`src/rtl/ultrasonido_ranger.sv`:
```
// Ultrasonic ranger controller: fires a trigger pulse, times the synchronized
// echo width and converts it to centimetres with a running sub-counter (no divider).
module ultrasonido_ranger #(
    parameter int CM_CYCLES      = 2900,
    parameter int TRIG_CYCLES    = 500,
    parameter int TIMEOUT_CYCLES = 1_000_000,
    parameter int HOLDOFF_CYCLES = 3_000_000
) (
    input  logic        clk,
    input  logic        rst_n,
    input  logic        start,
    input  logic        auto_en,
    input  logic        echo,
    output logic        trigger,
    output logic        busy,
    output logic [19:0] echo_cycles,
    output logic [8:0]  distance_cm,
    output logic        valid,
    output logic        timeout
);

    localparam int          SUB_W     = (CM_CYCLES > 1) ? $clog2(CM_CYCLES) : 1;
    localparam logic [31:0] TRIG_LAST = 32'(TRIG_CYCLES - 1);
    localparam logic [31:0] TO_LAST   = 32'(TIMEOUT_CYCLES - 1);
    localparam logic [31:0] HO_LAST   = 32'(HOLDOFF_CYCLES - 1);
    localparam logic [SUB_W-1:0] SUB_LAST = SUB_W'(CM_CYCLES - 1);
    localparam logic [19:0] CYC_ABORT = 20'hFFFFE;

    typedef enum logic [2:0] {
        IDLE      = 3'd0,
        TRIG      = 3'd1,
        WAIT_ECHO = 3'd2,
        MEASURE   = 3'd3,
        HOLDOFF   = 3'd4
    } state_t;

    state_t           state_q, state_d;
    logic [31:0]      timer_q, timer_d;
    logic [19:0]      cyc_q, cyc_d;
    logic [SUB_W-1:0] sub_q, sub_d;
    logic [8:0]       cm_q, cm_d;
    logic [19:0]      echo_cycles_q, echo_cycles_d;
    logic [8:0]       distance_q, distance_d;
    logic             valid_q, valid_d;
    logic             timeout_q, timeout_d;
    logic             trigger_q, trigger_d;
    logic             busy_q, busy_d;
    logic             echo_meta_q, echo_s_q;
    logic             echo_s;

    logic [19:0]      cyc_inc;
    logic [SUB_W-1:0] sub_inc;
    logic [8:0]       cm_inc;

    assign echo_s = echo_s_q;

    // Two-flop synchronizer for the asynchronous echo pin.
    always_ff @(posedge clk or negedge rst_n) begin
        if (!rst_n) begin
            echo_meta_q <= 1'b0;
            echo_s_q    <= 1'b0;
        end else begin
            echo_meta_q <= echo;
            echo_s_q    <= echo_meta_q;
        end
    end

    // One echo cycle worth of counting; the cm counter saturates instead of wrapping.
    always_comb begin
        cyc_inc = cyc_q + 20'd1;
        if (sub_q == SUB_LAST) begin
            sub_inc = '0;
            cm_inc  = (cm_q == 9'd511) ? cm_q : (cm_q + 9'd1);
        end else begin
            sub_inc = sub_q + SUB_W'(1);
            cm_inc  = cm_q;
        end
    end

    // Next-state and datapath decisions.
    always_comb begin
        state_d       = state_q;
        timer_d       = timer_q + 32'd1;
        cyc_d         = cyc_q;
        sub_d         = sub_q;
        cm_d          = cm_q;
        echo_cycles_d = echo_cycles_q;
        distance_d    = distance_q;
        valid_d       = 1'b0;
        timeout_d     = 1'b0;
        case (state_q)
            IDLE: begin
                timer_d = 32'd0;
                if (start || auto_en) begin
                    state_d = TRIG;
                    cyc_d   = 20'd0;
                    sub_d   = '0;
                    cm_d    = 9'd0;
                end else begin
                    state_d = IDLE;
                end
            end
            TRIG: begin
                if (timer_q == TRIG_LAST) begin
                    state_d = WAIT_ECHO;
                    timer_d = 32'd0;
                end else begin
                    state_d = TRIG;
                end
            end
            WAIT_ECHO, MEASURE: begin
                if (echo_s) begin
                    // An echo that would push the cycle counter to all-ones is unmeasurable.
                    if (cyc_q == CYC_ABORT) begin
                        timeout_d = 1'b1;
                        state_d   = HOLDOFF;
                        timer_d   = 32'd0;
                    end else begin
                        state_d = MEASURE;
                        cyc_d   = cyc_inc;
                        sub_d   = sub_inc;
                        cm_d    = cm_inc;
                    end
                end else if (state_q == MEASURE) begin
                    echo_cycles_d = cyc_q;
                    distance_d    = cm_q;
                    valid_d       = 1'b1;
                    state_d       = HOLDOFF;
                    timer_d       = 32'd0;
                end else if (timer_q == TO_LAST) begin
                    timeout_d = 1'b1;
                    state_d   = HOLDOFF;
                    timer_d   = 32'd0;
                end else begin
                    state_d = WAIT_ECHO;
                end
            end
            HOLDOFF: begin
                if (timer_q == HO_LAST) begin
                    state_d = IDLE;
                    timer_d = 32'd0;
                end else begin
                    state_d = HOLDOFF;
                end
            end
            default: begin
                state_d = IDLE;
                timer_d = 32'd0;
            end
        endcase
        trigger_d = (state_d == TRIG);
        busy_d    = (state_d != IDLE);
    end

    // State, counters and registered outputs.
    always_ff @(posedge clk or negedge rst_n) begin
        if (!rst_n) begin
            state_q       <= IDLE;
            timer_q       <= 32'd0;
            cyc_q         <= 20'd0;
            sub_q         <= '0;
            cm_q          <= 9'd0;
            echo_cycles_q <= 20'd0;
            distance_q    <= 9'd0;
            valid_q       <= 1'b0;
            timeout_q     <= 1'b0;
            trigger_q     <= 1'b0;
            busy_q        <= 1'b0;
        end else begin
            state_q       <= state_d;
            timer_q       <= timer_d;
            cyc_q         <= cyc_d;
            sub_q         <= sub_d;
            cm_q          <= cm_d;
            echo_cycles_q <= echo_cycles_d;
            distance_q    <= distance_d;
            valid_q       <= valid_d;
            timeout_q     <= timeout_d;
            trigger_q     <= trigger_d;
            busy_q        <= busy_d;
        end
    end

    assign trigger     = trigger_q;
    assign busy        = busy_q;
    assign echo_cycles = echo_cycles_q;
    assign distance_cm = distance_q;
    assign valid       = valid_q;
    assign timeout     = timeout_q;

endmodule

```
`config.mk`:
```
export PLATFORM = sky130hd
export DESIGN_NAME = ultrasonido_ranger
export DESIGN_NICKNAME = d
export VERILOG_FILES = /design/src/rtl/ultrasonido_ranger.sv
export SDC_FILE = /design/constraint.sdc
export NUM_CORES = 1
export LEC_CHECK = 0
export CAP_MARGIN = 30
export CORE_MARGIN = 3
export CORE_UTILIZATION = 55
export CTS_BUF_LIST = sky130_fd_sc_hd__clkbuf_8
export DETAILED_ROUTE_END_ITERATION = 16
export GPL_ROUTABILITY_DRIVEN = 0
export PLACE_DENSITY = 0.78
export SYNTH_ARGS = -nofsm -noshare
export SYNTH_HDL_FRONTEND = slang
export SYNTH_SLANG_ARGS = --single-unit
```
`constraint.sdc`:
```
create_clock -name clk -period 2.4 [get_ports clk]
set_input_delay 0.36 -clock clk [delete_from_list [all_inputs] [get_ports clk]]
set_output_delay 0.36 -clock clk [all_outputs]
set_load 0.05 [all_outputs]
```
* Word level (Yosys, flattened, before mapping) *
Index checks and enable logic that the tools add are counted.

word-level totals
  register bits = 111
  latch bits = 0
  memory bits (writable) = 0
  memory bits (read-only) = 0
  output and inout port bits = 33
  word-level logic and storage cells = 80
  memories kept = 0

operators by class
  add/sub/neg operators = 4
  multiply operators = 0
  div/mod/pow operators = 0
  order comparisons = 0
  equal/unequal tests = 16
  shift-type cells = 0
  muxes and demuxes = 38
  bitwise logic cells = 1
  reduce and logical (&&, ||, !) cells = 8

operators with widths
  cell                     number
  $mux W32                 6
  $pmux W32 S3             1
  $mux W20                 3
  $mux W12                 4
  $mux W9                  5
  $pmux W20 S2             1
  $add A32 B1 Y32 const B  1
  $eq A32 B20 Y1 const B   1
  $eq A32 B22 Y1 const B   1
  $eq A32 B9 Y1 const B    1
  $pmux W12 S2             1
  $add A20 B1 Y20 const B  1
  $eq A20 B20 Y1 const B   1
  $pmux W9 S2              1
  $mux W3                  5
  $add A12 B1 Y12 const B  1
  $eq A12 B12 Y1 const B   1
  $pmux W3 S4              1
  $ne A2 B2 Y1 const B     5
  $add A9 B1 Y9 const B    1
  $eq A9 B9 Y1 const B     1
  $mux W1                  9
  $eq A3 B1 Y1 const B     2
  $eq A3 B2 Y1 const B     2
  11 further kinds         11

* Logic depth before layout (Yosys ltp) *
Gate-level depths: netlist of the first run.

  depth after elaboration = 6
  mapped depth = 9

* Worst setup path after synthesis of the first run *
No wires, ideal clock.

  path kind = register -> register
  from = reg cm_q[2]
  to = reg cm_q[0]
  library setup time = 125 ps
  arrival = 2307 ps
  required time = 2275 ps
  path slack = -32 ps
  cell stages (with the launch flop) = 8
  buffers on the path = 0
  clock period less this slack = 2432 ps
  cell sequence = dfrtp_1 > and3_1 > and3_1 > and3_1 > ha_1 > o41ai_2 > a21boi_2 > mux2_2

between the ends
  word-level cells in the longest chain between the ends = 3

RTL lines
  what                                line  source
  start: declaration                  41    logic [8:0] cm_q, cm_d;
  start signal: assignment            174   cm_q <= cm_d;
  $eq A9 B9 Y1                        73    cm_inc = (cm_q == 9'd511) ? cm_q : (cm_q + 9'd1);
  $ne A2 B2 Y1 (no source line)       n/a
  $reduce_and A6 Y1 (no source line)  n/a

No other way between the ends.
A chain may end at the register's enable or synchronous reset.

* Worst setup path after layout of the first run *
  from = reg cm_q[2]
  to = reg cm_q[6]

between the ends
  word-level cells in the longest chain between the ends = 6
  elaborated cells between the ends (all ways) = 9
  those cells by class = 1 x add/sub; 2 x eq/ne; 5 x mux; 1 x reduce/logical

RTL lines
  what           line  source
  $add A9 B1 Y9  73
  $mux W9        73
  $mux W9        71    if (sub_q == SUB_LAST) begin
  $mux W9        114   if (cyc_q == CYC_ABORT) begin
  $mux W9        112   if (echo_s) begin
  $pmux W9 S2    91    case (state_q)

Parallel ways exist; a longest one is shown, timed or not. The select of a mux whose other input is x is not followed.

==> results of run 1 <==
repair_timing:
item	in CTS	in global routing
resized for setup	0	1
endpoints found under the setup margin	6	1
endpoints found under the hold margin	33	0
hold buffers	1	0
pin swaps	1	0
critical path, cell delays in order, from the launching register on:
cell and delay [ns]:
sky130_fd_sc_hd__dfrtp_1 0.39, sky130_fd_sc_hd__and3_1 0.21, sky130_fd_sc_hd__and3_1 0.20, sky130_fd_sc_hd__and3_1 0.18, sky130_fd_sc_hd__ha_1 0.21, sky130_fd_sc_hd__o41ai_4 0.39, sky130_fd_sc_hd__nand4_1 0.21, sky130_fd_sc_hd__or4_1 0.43
sky130_fd_sc_hd__nand2_1 0.08
stage by stage:
stage               utilization  hold WS, ns  worst slack [ns]  total power [mW]  TNS, ns
finish                    0.654        0.397            0.0492              3.04        0
global route              0.654        0.395           0.00174              3.17        0
CTS                       0.654        0.395            0.0599              3.07        0
detailed placement        0.634        0.335           -0.0208              2.00  -0.0269
global placement          0.634        0.333            0.0617              2.00        0
floorplan                     -       0.0644            0.0422              1.94        0
state kept, by name (all words and copies together) (netlist names):
signal and count:
state_q 3, trigger 1, cm_q 9, busy 1
sub_q 12, cyc_q 20, valid 1, echo_cycles 20
echo_s 1, distance_cm 9, timeout 1, timer_q 32
echo_meta_q 1
area by class of cell:
cell class	instances	area (um^2)
clock buffer	12	165
clock inverter	3	25.0
fill	815	3400
inverter	17	63.8
multi-input combinational	377	2640
sequential	111	2780
tap	133	166
timing repair buffer	62	583
layer usage:
metal / part of all wire / vias to the layer above / global-route usage
met3: 0.040 / 21 / 0.0307
met5: 0 / - / 0
met1: 0.45 / 2155 / 0.304
met2: 0.49 / 105 / 0.363
met4: 0.021 / 0 / 0.0868
li1: - / 2095 / -
where the power goes:
group	leakage, nW	switching (mW)	internal, mW
sequential	1.45	0.0148	1.88
clock	0.0951	0.612	0.463
combinational	1.17	0.0476	0.0222
cells in the final DEF (no fill, tap or decap), types with 10 or more instances in the layout:
cell type                         instances
sky130_fd_sc_hd__dfrtp_1                111
sky130_fd_sc_hd__nand2_1                 45
sky130_fd_sc_hd__clkdlybuf4s50_1         36
sky130_fd_sc_hd__a31oi_1                 29
sky130_fd_sc_hd__mux2_2                  26
sky130_fd_sc_hd__buf_4                   23
sky130_fd_sc_hd__nor2_1                  21
sky130_fd_sc_hd__o21ai_0                 21
sky130_fd_sc_hd__nand3_1                 18
sky130_fd_sc_hd__xnor2_1                 18
sky130_fd_sc_hd__inv_1                   17
sky130_fd_sc_hd__nand4_1                 16
sky130_fd_sc_hd__a21oi_1                 15
sky130_fd_sc_hd__or4_1                   13
sky130_fd_sc_hd__clkbuf_8                12
sky130_fd_sc_hd__nor4_1                  11
sky130_fd_sc_hd__nor3_1                  11
sky130_fd_sc_hd__o211ai_1                11
sky130_fd_sc_hd__or3_1                   11
sky130_fd_sc_hd__and3_1                  10
path summary, 6_finish.rpt:
kind	start	endpoint	slack, ns	cells after the start
max	cm_q[2]$_DFFE_PN0P_	cm_q[6]$_DFFE_PN0P_	0.05	8
min	echo_meta_q$_DFF_PN0_	echo_s$_DFF_PN0_	0.40	0
max reg2reg	cm_q[2]$_DFFE_PN0P_	cm_q[6]$_DFFE_PN0P_	0.05	8
min reg2reg	echo_meta_q$_DFF_PN0_	echo_s$_DFF_PN0_	0.40	0
max in group asynchronous	rst_n	timer_q[24]$_DFF_PN0_	1.19	3
min in group asynchronous	rst_n	sub_q[9]$_DFFE_PN0P_	0.46	2
kinds of logic (layout without fill, tap and decap cells):
family                   count (synthesis)  count (layout)  synth area share
AND/OR/NAND/NOR                        198             198             0.213
AO/OA/AOI/OAI                          111             111             0.132
flip-flops                             111             111             0.497
buffers and inverters                   45              94            0.0332
multiplexers                            35              35            0.0686
XOR/XNOR                                27              27            0.0423
adder cells (fa/ha/maj)                  6               6            0.0134
==> qor.json, run 1 <==
{
  "postSynth.topFlopCell": {"value": "sky130_fd_sc_hd__dfrtp_1"},
  "synthesis.nets": {"value": 544},
  "number_of_sinks_on_the_clock_net": {"value": 111},
  "average_instance_area_after_synthesis": {"value": 10.5, "unit": "um^2"},
  "worstHoldPathType": {"value": "flop to flop"},
  "grt_setup_unrepaired": {"value": "false"},
  "drive_gt1_frac": {"value": 0.156},
  "max_slew_margin": {"value": 0.537},
  "vdd.ir_drop.worst": {"value": 332, "unit": "uV"},
  "detailroute.via_count": {"value": 4376},
  "min_period_over_period": {"value": 0.980},
  "antenna_cells": {"value": 0},
  "synth_largest_area_cell": {"value": "sky130_fd_sc_hd__dfrtp_1"},
  "p_leak": {"value": 2.72, "unit": "nW"},
  "worstPathMaxFanout": {"value": 7},
  "numCtsBuffers": {"value": 9},
  "io-pin-count": {"value": 38},
  "synthCells": {"value": 533},
  "ys_ff_latch": {"value": 111},
  "drv_cap": {"value": 0},
  "finalWorstPathRequiredPeriod": {"value": 2.35, "unit": "ns"},
  "fp.coreArea": {"value": 0.00982, "unit": "mm^2"},
  "final_report_max_slew_violation_count": {"value": 0},
  "design.die.area": {"value": 0.0114, "unit": "mm^2"},
  "grt_pass1_vias": {"value": 4205},
  "start_util": {"value": 0.569},
  "drt-vias-per-instance": {"value": 6.12},
  "synthesis.yosys.warnings": {"value": 0},
  "synth_cell_types": {"value": 60},
  "postRouteAntennaNets": {"value": 0},
  "fin_cells": {"value": 715},
  "chipHeight": {"value": 107, "unit": "um"},
  "run_status": {"value": "finished clean"},
  "timing.setup.critical_path_class": {"value": "flop to flop"},
  "synth-async-reset-ratio": {"value": 1.00},
  "track_usage": {"value": 0.223},
  "post-synth-top-area-fraction": {"value": 0.497},
  "cp_data_arrival_time": {"value": 2.67, "unit": "ns"},
  "die_w": {"value": 107, "unit": "um"},
  "p_per_area": {"value": 473, "unit": "mW/mm^2"},
  "clock_insertion_delay_worst_skew": {"value": 0.38, "unit": "ns"},
  "placed_cells": {"value": 699},
  "timing.final.setup_violations": {"value": 0},
  "drt-initial-drc-count": {"value": 251},
  "end_kind": {"value": "flop"},
  "drc": {"value": 0},
  "most_frequent_cell_after_synthesis": {"value": "sky130_fd_sc_hd__dfrtp_1"},
  "htreeDepth": {"value": 3},
  "cp_data_required_time": {"value": 2.72, "unit": "ns"},
  "antenna_violations_before_repair": {"value": 0},
  "final_cell_area": {"value": 0.00642, "unit": "mm^2"},
  "worstMarginPinSlew": {"value": 0.695, "unit": "ns"},
  "detailed_place.area": {"value": 0.00622, "unit": "mm^2"},
  "postRouteWirelength": {"value": 12000, "unit": "um"},
  "drt_pre_antenna_iters": {"value": 5},
  "grt-ovfl-total": {"value": 0},
  "cts_post_setup_buffers_inserted": {"value": 0},
  "post-dp-hpwl": {"value": 8380, "unit": "um"},
  "hold_viol_final": {"value": 0},
  "synthToLayoutAreaGrowth": {"value": 15.0, "unit": "%"},
  "placement_row_count": {"value": 36},
  "post_synth_main_area_contributors": {"value": "sky130_fd_sc_hd__dfrtp_1 50%, sky130_fd_sc_hd__mux2_2 5.2%, sky130_fd_sc_hd__a31oi_1 3.2%"},
  "design.final.nets": {"value": 589},
  "achievable-frequency": {"value": 425, "unit": "MHz"},
  "critPathLaunchType": {"value": "flop"},
  "final.setup_skew": {"value": 0.0137, "unit": "ns"},
  "ys_seq_area_frac": {"value": 0.497},
  "clk_path_buf_depth": {"value": 2},
  "port_buffers": {"value": 37},
  "grt_max_degree": {"value": 48},
  "clk_root_buffer_cell": {"value": "sky130_fd_sc_hd__clkbuf_8"},
  "synth-edff-count": {"value": 0},
  "wl_per_cell": {"value": 16.8, "unit": "um"},
  "first_pass_grt_wire_length": {"value": 20500, "unit": "um"},
  "synth_common_cells": {"value": "111 x sky130_fd_sc_hd__dfrtp_1, 45 x sky130_fd_sc_hd__nand2_1, 29 x sky130_fd_sc_hd__a31oi_1, 26 x sky130_fd_sc_hd__mux2_2, 22 x sky130_fd_sc_hd__nor2_1"},
  "synthesis.area": {"value": 0.00558, "unit": "mm^2"},
  "cts.reportedPaths.clkPinSlew": {"value": 0.10, "unit": "ns"},
  "tritoncts": {"value": "built"}
}
Note: power is estimated with default switching activity, not from simulation.
==> inputs of run 2 (changes only) <==
--- a/config.mk
+++ b/config.mk
@@ -5,13 +5,13 @@
 export SDC_FILE = /design/constraint.sdc
 export NUM_CORES = 1
 export LEC_CHECK = 0
-export CAP_MARGIN = 30
+export CAP_MARGIN = 40
 export CORE_MARGIN = 3
-export CORE_UTILIZATION = 55
+export CORE_UTILIZATION = 66
 export CTS_BUF_LIST = sky130_fd_sc_hd__clkbuf_8
 export DETAILED_ROUTE_END_ITERATION = 16
 export GPL_ROUTABILITY_DRIVEN = 0
-export PLACE_DENSITY = 0.78
+export PLACE_DENSITY = 0.88
 export SYNTH_ARGS = -nofsm -noshare
 export SYNTH_HDL_FRONTEND = slang
 export SYNTH_SLANG_ARGS = --single-unit
==> constraint.sdc (replaced) <==
create_clock -name clk -period 3 [get_ports clk]
set_input_delay 0.45 -clock clk [delete_from_list [all_inputs] [get_ports clk]]
set_output_delay 0.45 -clock clk [all_outputs]
set_load 0.05 [all_outputs]
==> run 2 against run 1 <==
  * Combinational power fell by 29%
  * Largest cell class unchanged
  * Hold slack got worse by 0.28 ns
  * Final cell count fell by 5.9%
  * Sequential power fell by 20%
  * Fmax fell by 18%
  * Sequential share of layout area rose by 0.89 points
  * Clock power fell by 7%
  * Flip-flop and latch count did not move
  * Largest power group unchanged
==> qor.json, run 2 (synthesis gave the netlist of run 1 again) <==
{
  "max_stage_delay_on_crit_path": {"value": 0.67, "unit": "ns"},
  "post-dp-hpwl": {"value": 8420, "unit": "um"},
  "crit_path_start": {"value": "cm_q[2]$_DFFE_PN0P_"},
  "vdd.ir_drop.worst": {"value": 234, "unit": "uV"},
  "reg_with_most_ffs": {"value": "timer_q"},
  "grt_pass1_vias": {"value": 4535},
  "drv_cap": {"value": 0},
  "critical-path-top-delay-family": {"value": "compound AO/OA/AOI/OAI gates"},
  "p_leak": {"value": 2.67, "unit": "nW"},
  "grt_max_degree": {"value": 57},
  "detailed_place.area": {"value": 0.00606, "unit": "mm^2"},
  "min_period_over_period": {"value": 0.951},
  "cp_data_required_time": {"value": 3.26, "unit": "ns"},
  "die_w": {"value": 98.0, "unit": "um"},
  "worstHoldPathType": {"value": "primary input to asynchronous set/reset pin"},
  "post_cts_resized": {"value": 0},
  "synthToLayoutAreaGrowth": {"value": 12.7, "unit": "%"},
  "worst_r2r_startpoint": {"value": "cm_q[2]$_DFFE_PN0P_"},
  "antenna_cells": {"value": 0},
  "drt-initial-drc-count": {"value": 315},
  "wl_per_cell": {"value": 18.6, "unit": "um"},
  "p_per_area": {"value": 409, "unit": "mW/mm^2"},
  "finalWorstPathRequiredPeriod": {"value": 2.85, "unit": "ns"},
  "clk_root_buffer_cell": {"value": "sky130_fd_sc_hd__clkbuf_8"},
  "port_buffers": {"value": 37},
  "worstMarginPinSlew": {"value": 0.897, "unit": "ns"},
  "series_of_cell_instances_along_the_critical_path": {"value": "and3_1, and3_1, and3_1, ha_1, o41ai_2, a21boi_2, mux2_2"},
  "hold_viol_final": {"value": 0},
  "cts_post_setup_buffers_inserted": {"value": 0},
  "final_report_max_slew_violation_count": {"value": 0},
  "drt-vias-per-instance": {"value": 6.72},
  "final_cell_area": {"value": 0.00629, "unit": "mm^2"},
  "worstPathMaxFanout": {"value": 7},
  "timing.final.setup_violations": {"value": 0},
  "achievable-frequency": {"value": 351, "unit": "MHz"},
  "leading_cell_type_in_the_layout_fill_and_taps_excluded": {"value": "sky130_fd_sc_hd__dfrtp_1"},
  "numCtsBuffers": {"value": 9},
  "number_of_sinks_on_the_clock_net": {"value": 111},
  "clock_insertion_delay_worst_skew": {"value": 0.37, "unit": "ns"},
  "drive_gt1_frac": {"value": 0.140},
  "fin_ws": {"value": 0.148, "unit": "ns"},
  "timing.setup.critical_path_class": {"value": "flop to flop"},
  "grt-ovfl-total": {"value": 0},
  "grt_setup_unrepaired": {"value": "false"},
  "start_util": {"value": 0.701},
  "drt_pre_antenna_iters": {"value": 5},
  "tritoncts": {"value": "built"},
  "chipHeight": {"value": 98.0, "unit": "um"},
  "ctsHoldBuffers": {"value": 0},
  "first_pass_grt_wire_length": {"value": 21300, "unit": "um"},
  "critical_path_buf_inv_count": {"value": 0},
  "largest_register_ffs": {"value": 32},
  "clk_path_buf_depth": {"value": 2},
  "crit_path_frequent_cell": {"value": "sky130_fd_sc_hd__and3_1"},
  "track_usage": {"value": 0.267},
  "final.setup_skew": {"value": 0.0157, "unit": "ns"},
  "final_cell_mix": {"value": "111 x sky130_fd_sc_hd__dfrtp_1, 45 x sky130_fd_sc_hd__nand2_1, 36 x sky130_fd_sc_hd__clkdlybuf4s50_1"},
  "end_kind": {"value": "flop"},
  "fp.coreArea": {"value": 0.00797, "unit": "mm^2"},
  "antenna_violations_before_repair": {"value": 0},
  "critical_path_top_delay_cell": {"value": "sky130_fd_sc_hd__o41ai_2"},
  "run_status": {"value": "finished clean"},
  "postRouteWirelength": {"value": 12500, "unit": "um"},
  "detailroute.via_count": {"value": 4521},
  "postRouteAntennaNets": {"value": 0},
  "io-pin-count": {"value": 38},
  "max_slew_margin": {"value": 0.402},
  "critPathLaunchType": {"value": "flop"},
  "design.final.nets": {"value": 577},
  "placement_row_count": {"value": 32},
  "totalNegativeSetupSlack": {"value": 0, "unit": "ns"},
  "place_ws": {"value": 0.306, "unit": "ns"},
  "cts.reportedPaths.clkPinSlew": {"value": 0.10, "unit": "ns"},
  "cp_data_arrival_time": {"value": 3.11, "unit": "ns"},
  "drc": {"value": 0},
  "htreeDepth": {"value": 3},
  "design.die.area": {"value": 0.00960, "unit": "mm^2"}
}
run 2: cell count changes in the layout (fill, tap and decap cells not counted), moves of 2 or more:
| cell | delta |
|---|---|
| sky130_fd_sc_hd__buf_4 | -9 |
| sky130_fd_sc_hd__buf_12 | -2 |
| sky130_fd_sc_hd__bufinv_16 | +2 |
| sky130_fd_sc_hd__clkbuf_8 | -2 |
run 2: final timing paths:
kind	endpoint	slack, ns	depth (start not counted)
max in group asynchronous	sub_q[1]$_DFFE_PN0P_	2.11	2
worst max-delay path	cm_q[0]$_DFFE_PN0P_	0.15	7
worst max register to register	cm_q[0]$_DFFE_PN0P_	0.15	7
worst min-delay path	distance_cm[3]$_DFFE_PN0P_	0.12	1
min in group clk	echo_s$_DFF_PN0_	0.37	0
worst min register to register	echo_s$_DFF_PN0_	0.37	0
run 2: where the power goes:
part	internal, mW	leakage (nW)	switching, mW
Combinational	0.0134	1.11	0.0365
Sequential	1.51	1.45	0.0138
Clock	0.498	0.117	0.505
run 2: per-layer routing:
metal / share of wire / up-vias / track usage
met4: 0.016 / 0 / 0.0895
li1: - / 2064 / -
met2: 0.52 / 163 / 0.451
met5: 0 / - / 0
met1: 0.42 / 2269 / 0.352
met3: 0.050 / 25 / 0.0429
run 2: area by class of cell:
class	count	area (um^2)
fillers	517	1670
multi-input cells	377	2630
clock inverters	6	91.3
well taps	102	128
repair buffers	50	465
inverters	17	63.8
clock buffers	10	138
flip-flops and latches	111	2780
run 2: metrics by stage:
stage | hold WS, ns | utilization | total power [mW] | std cells
2_1_floorplan | 0.154 | - | 1.55 | 533
3_3_place_gp | 0.336 | 0.761 | 1.60 | 657
3_5_place_dp | 0.346 | 0.761 | 1.60 | 657
4_1_cts | 0.147 | 0.790 | 2.58 | 673
5_1_grt | 0.168 | 0.790 | 2.66 | 673
6_report | 0.116 | 0.790 | 2.57 | 673
run 2: worst register-to-register path, stage by stage, from the launching register on:
cell and delay (ns):
sky130_fd_sc_hd__dfrtp_1 0.45, sky130_fd_sc_hd__and3_1 0.26, sky130_fd_sc_hd__and3_1 0.22, sky130_fd_sc_hd__and3_1 0.19
sky130_fd_sc_hd__ha_1 0.19, sky130_fd_sc_hd__o41ai_2 0.67, sky130_fd_sc_hd__a21boi_2 0.40, sky130_fd_sc_hd__mux2_2 0.37
==> inputs of run 3 (changes only) <==
--- a/config.mk
+++ b/config.mk
@@ -6,7 +6,7 @@
 export NUM_CORES = 1
 export LEC_CHECK = 0
 export CAP_MARGIN = 40
-export CORE_MARGIN = 3
+export CORE_MARGIN = 1.5
 export CORE_UTILIZATION = 66
 export CTS_BUF_LIST = sky130_fd_sc_hd__clkbuf_8
 export DETAILED_ROUTE_END_ITERATION = 16
==> run 3 against run 2 <==
  * Hold slack lost 0.024 ns
  * Utilization fell by 2.6 points
  * Setup slack better by 0.14 ns
  * Global-route usage up 2.9 points
  * Via count shrank 1.5%
  * Clock power decreased by 18%
  * Clock skew shrank 0.0014 ns
  * Non-clock buffer count increased by 3
  * Sequential power is essentially flat
==> qor.json, run 3 (synthesis gave the netlist of run 1 again) <==
{
  "htreeDepth": {"value": 3},
  "drt-initial-drc-count": {"value": 270},
  "worstMarginPinSlew": {"value": 0.681, "unit": "ns"},
  "multi_input_comb_area": {"value": 0.00263, "unit": "mm^2"},
  "largest_register_ffs": {"value": 32},
  "final_report_max_slew_violation_count": {"value": 0},
  "first_pass_grt_wire_length": {"value": 20700, "unit": "um"},
  "seqCellArea": {"value": 0.00278, "unit": "mm^2"},
  "cts.reportedPaths.clkPinSlew": {"value": 0.10, "unit": "ns"},
  "clk_path_buf_depth": {"value": 2},
  "chipHeight": {"value": 95.0, "unit": "um"},
  "design.die.area": {"value": 0.00902, "unit": "mm^2"},
  "p_leak": {"value": 2.66, "unit": "nW"},
  "critPathLaunchType": {"value": "flop"},
  "design.final.nets": {"value": 580},
  "drc": {"value": 0},
  "run_status": {"value": "finished clean"},
  "die_w": {"value": 95.0, "unit": "um"},
  "grt_pass1_vias": {"value": 4456},
  "p_per_area": {"value": 380, "unit": "mW/mm^2"},
  "fin_ws": {"value": 0.284, "unit": "ns"},
  "max_stage_delay_on_crit_path": {"value": 0.65, "unit": "ns"},
  "finalPower": {"value": 2.38, "unit": "mW"},
  "worstHoldPathType": {"value": "primary input to asynchronous set/reset pin"},
  "power_switching_share": {"value": 0.228},
  "critical_path_buf_inv_count": {"value": 0},
  "drt_pre_antenna_iters": {"value": 5},
  "worst_reg_to_reg_cells": {"value": 7},
  "power.net_switching": {"value": 0.544, "unit": "mW"},
  "final.fill_count": {"value": 536},
  "track_usage": {"value": 0.296},
  "postRouteAntennaNets": {"value": 0},
  "detailroute.via_count": {"value": 4455},
  "numCtsBuffers": {"value": 9},
  "clock_insertion_delay_worst_skew": {"value": 0.38, "unit": "ns"},
  "p_int": {"value": 1.84, "unit": "mW"},
  "vdd.ir_drop.worst": {"value": 220, "unit": "uV"},
  "achievable-frequency": {"value": 368, "unit": "MHz"},
  "sequentialPowerShare": {"value": 0.637},
  "io-pin-count": {"value": 38},
  "antenna_violations_before_repair": {"value": 0},
  "clock_power_share": {"value": 0.342},
  "synthToLayoutAreaGrowth": {"value": 12.4, "unit": "%"},
  "finalWorstPathRequiredPeriod": {"value": 2.72, "unit": "ns"},
  "wl_per_cell": {"value": 17.9, "unit": "um"},
  "clk_root_buffer_cell": {"value": "sky130_fd_sc_hd__clkbuf_8"},
  "timing.final.setup_violations": {"value": 0},
  "timing.setup.critical_path_class": {"value": "flop to flop"},
  "totalNegativeSetupSlack": {"value": 0, "unit": "ns"},
  "max_slew_margin": {"value": 0.546},
  "cp_data_required_time": {"value": 3.27, "unit": "ns"},
  "critical-path-top-delay-family": {"value": "compound AO/OA/AOI/OAI gates"},
  "place_ws": {"value": 0.340, "unit": "ns"},
  "crit_path_frequent_cell": {"value": "sky130_fd_sc_hd__and3_1"},
  "min_period_over_period": {"value": 0.905},
  "end_kind": {"value": "flop"},
  "series_of_cell_instances_along_the_critical_path": {"value": "and3_1, and3_1, and3_1, ha_1, o41ai_2, a21boi_2, mux2_2"},
  "post_cts_resized": {"value": 0},
  "critical_path_top_delay_cell": {"value": "sky130_fd_sc_hd__o41ai_2"},
  "drv_cap": {"value": 0},
  "cts_post_setup_buffers_inserted": {"value": 0},
  "tritoncts": {"value": "built"},
  "leading_cell_type_in_the_layout_fill_and_taps_excluded": {"value": "sky130_fd_sc_hd__dfrtp_1"},
  "timing.critical_path.depth": {"value": 7},
  "cp_data_arrival_time": {"value": 2.99, "unit": "ns"},
  "drt-vias-per-instance": {"value": 6.56},
  "grt-ovfl-total": {"value": 0},
  "worstPathMaxFanout": {"value": 7},
  "share_comb_of_total_power": {"value": 0.021},
  "final_cell_mix": {"value": "111 x sky130_fd_sc_hd__dfrtp_1, 45 x sky130_fd_sc_hd__nand2_1, 36 x sky130_fd_sc_hd__clkdlybuf4s50_1"},
  "grt_setup_unrepaired": {"value": "false"},
  "antenna_cells": {"value": 0},
  "post-dp-hpwl": {"value": 8360, "unit": "um"},
  "port_buffers": {"value": 37},
  "fp.coreArea": {"value": 0.00822, "unit": "mm^2"},
  "hold_viol_final": {"value": 0},
  "final.setup_skew": {"value": 0.0143, "unit": "ns"},
  "placement_row_count": {"value": 33},
  "number_of_sinks_on_the_clock_net": {"value": 111},
  "start_util": {"value": 0.680},
  "postRouteWirelength": {"value": 12200, "unit": "um"},
  "drive_gt1_frac": {"value": 0.143},
  "ctsHoldBuffers": {"value": 0},
  "reg_with_most_ffs": {"value": "timer_q"},
  "grt_max_degree": {"value": 61}
}
==> run 3: changes by cell type in the layout (fill, tap and decap cells not counted) <==
cell,change
sky130_fd_sc_hd__bufinv_16,-2
sky130_fd_sc_hd__clkinv_4,-1
sky130_fd_sc_hd__clkinvlp_4,+2
sky130_fd_sc_hd__clkinv_2,+1
sky130_fd_sc_hd__buf_12,+1
sky130_fd_sc_hd__inv_1,+1
sky130_fd_sc_hd__inv_6,-1
sky130_fd_sc_hd__buf_4,+2
==> run 3: worst reg2reg max path, delay by kind of cell, from the launching register on <==
family | cells | cell delay (ns)
simple gates | 3 | 0.62
flops | 1 | 0.44
mux | 1 | 0.36
fa+ha+maj | 1 | 0.18
compound gates | 2 | 1.01
==> run 3: per-stage QoR <==
step           cells  hold WS, ns  cell area, um^2   util
3_3_place_gp     663        0.331             6100  0.743
4_1_cts          679        0.114             6280  0.764
2_1_floorplan    533        0.154             5580      -
5_1_grt          679        0.135             6280  0.764
3_5_place_dp     663        0.337             6100  0.743
6_report         679       0.0921             6280  0.764
==> run 3: per-layer routing <==
metal	track usage	up-vias	routed length [um]
met5	0	-	0
met4	0.137	0	216
met3	0.0523	19	521
met2	0.490	129	6260
met1	0.377	2229	5190
li1	-	2078	-
==> run 3: area by class of cell <==
type,count,share of cell area
flip-flops and latches,111,0.442
multi-input cells,377,0.419
repair buffers,53,0.0797
clock buffers,10,0.0219
well taps,105,0.0209
inverters,17,0.0102
clock inverters,6,0.00598
==> run 3: path summary, 6_finish.rpt <==
path / slack, ns / endpoint / startpoint
max: 0.28 / cm_q[0]$_DFFE_PN0P_ / cm_q[2]$_DFFE_PN0P_
min in group clk: 0.36 / echo_s$_DFF_PN0_ / echo_meta_q$_DFF_PN0_
min reg2reg: 0.36 / echo_s$_DFF_PN0_ / echo_meta_q$_DFF_PN0_
min: 0.09 / distance_cm[5]$_DFFE_PN0P_ / rst_n
max reg2reg: 0.28 / cm_q[0]$_DFFE_PN0P_ / cm_q[2]$_DFFE_PN0P_
max in group asynchronous: 2.16 / cyc_q[3]$_DFFE_PN0P_ / rst_n
==> run 3: power by group through the flow <==
stage	combinational, mW	sequential, mW	clock (mW)
floorplan	0.0113	1.54	0
global placement	0.0498	1.55	0
detailed placement	0.0523	1.55	0
CTS	0.0522	1.52	0.830
global route	0.0584	1.52	0.896
finish	0.0493	1.52	0.816
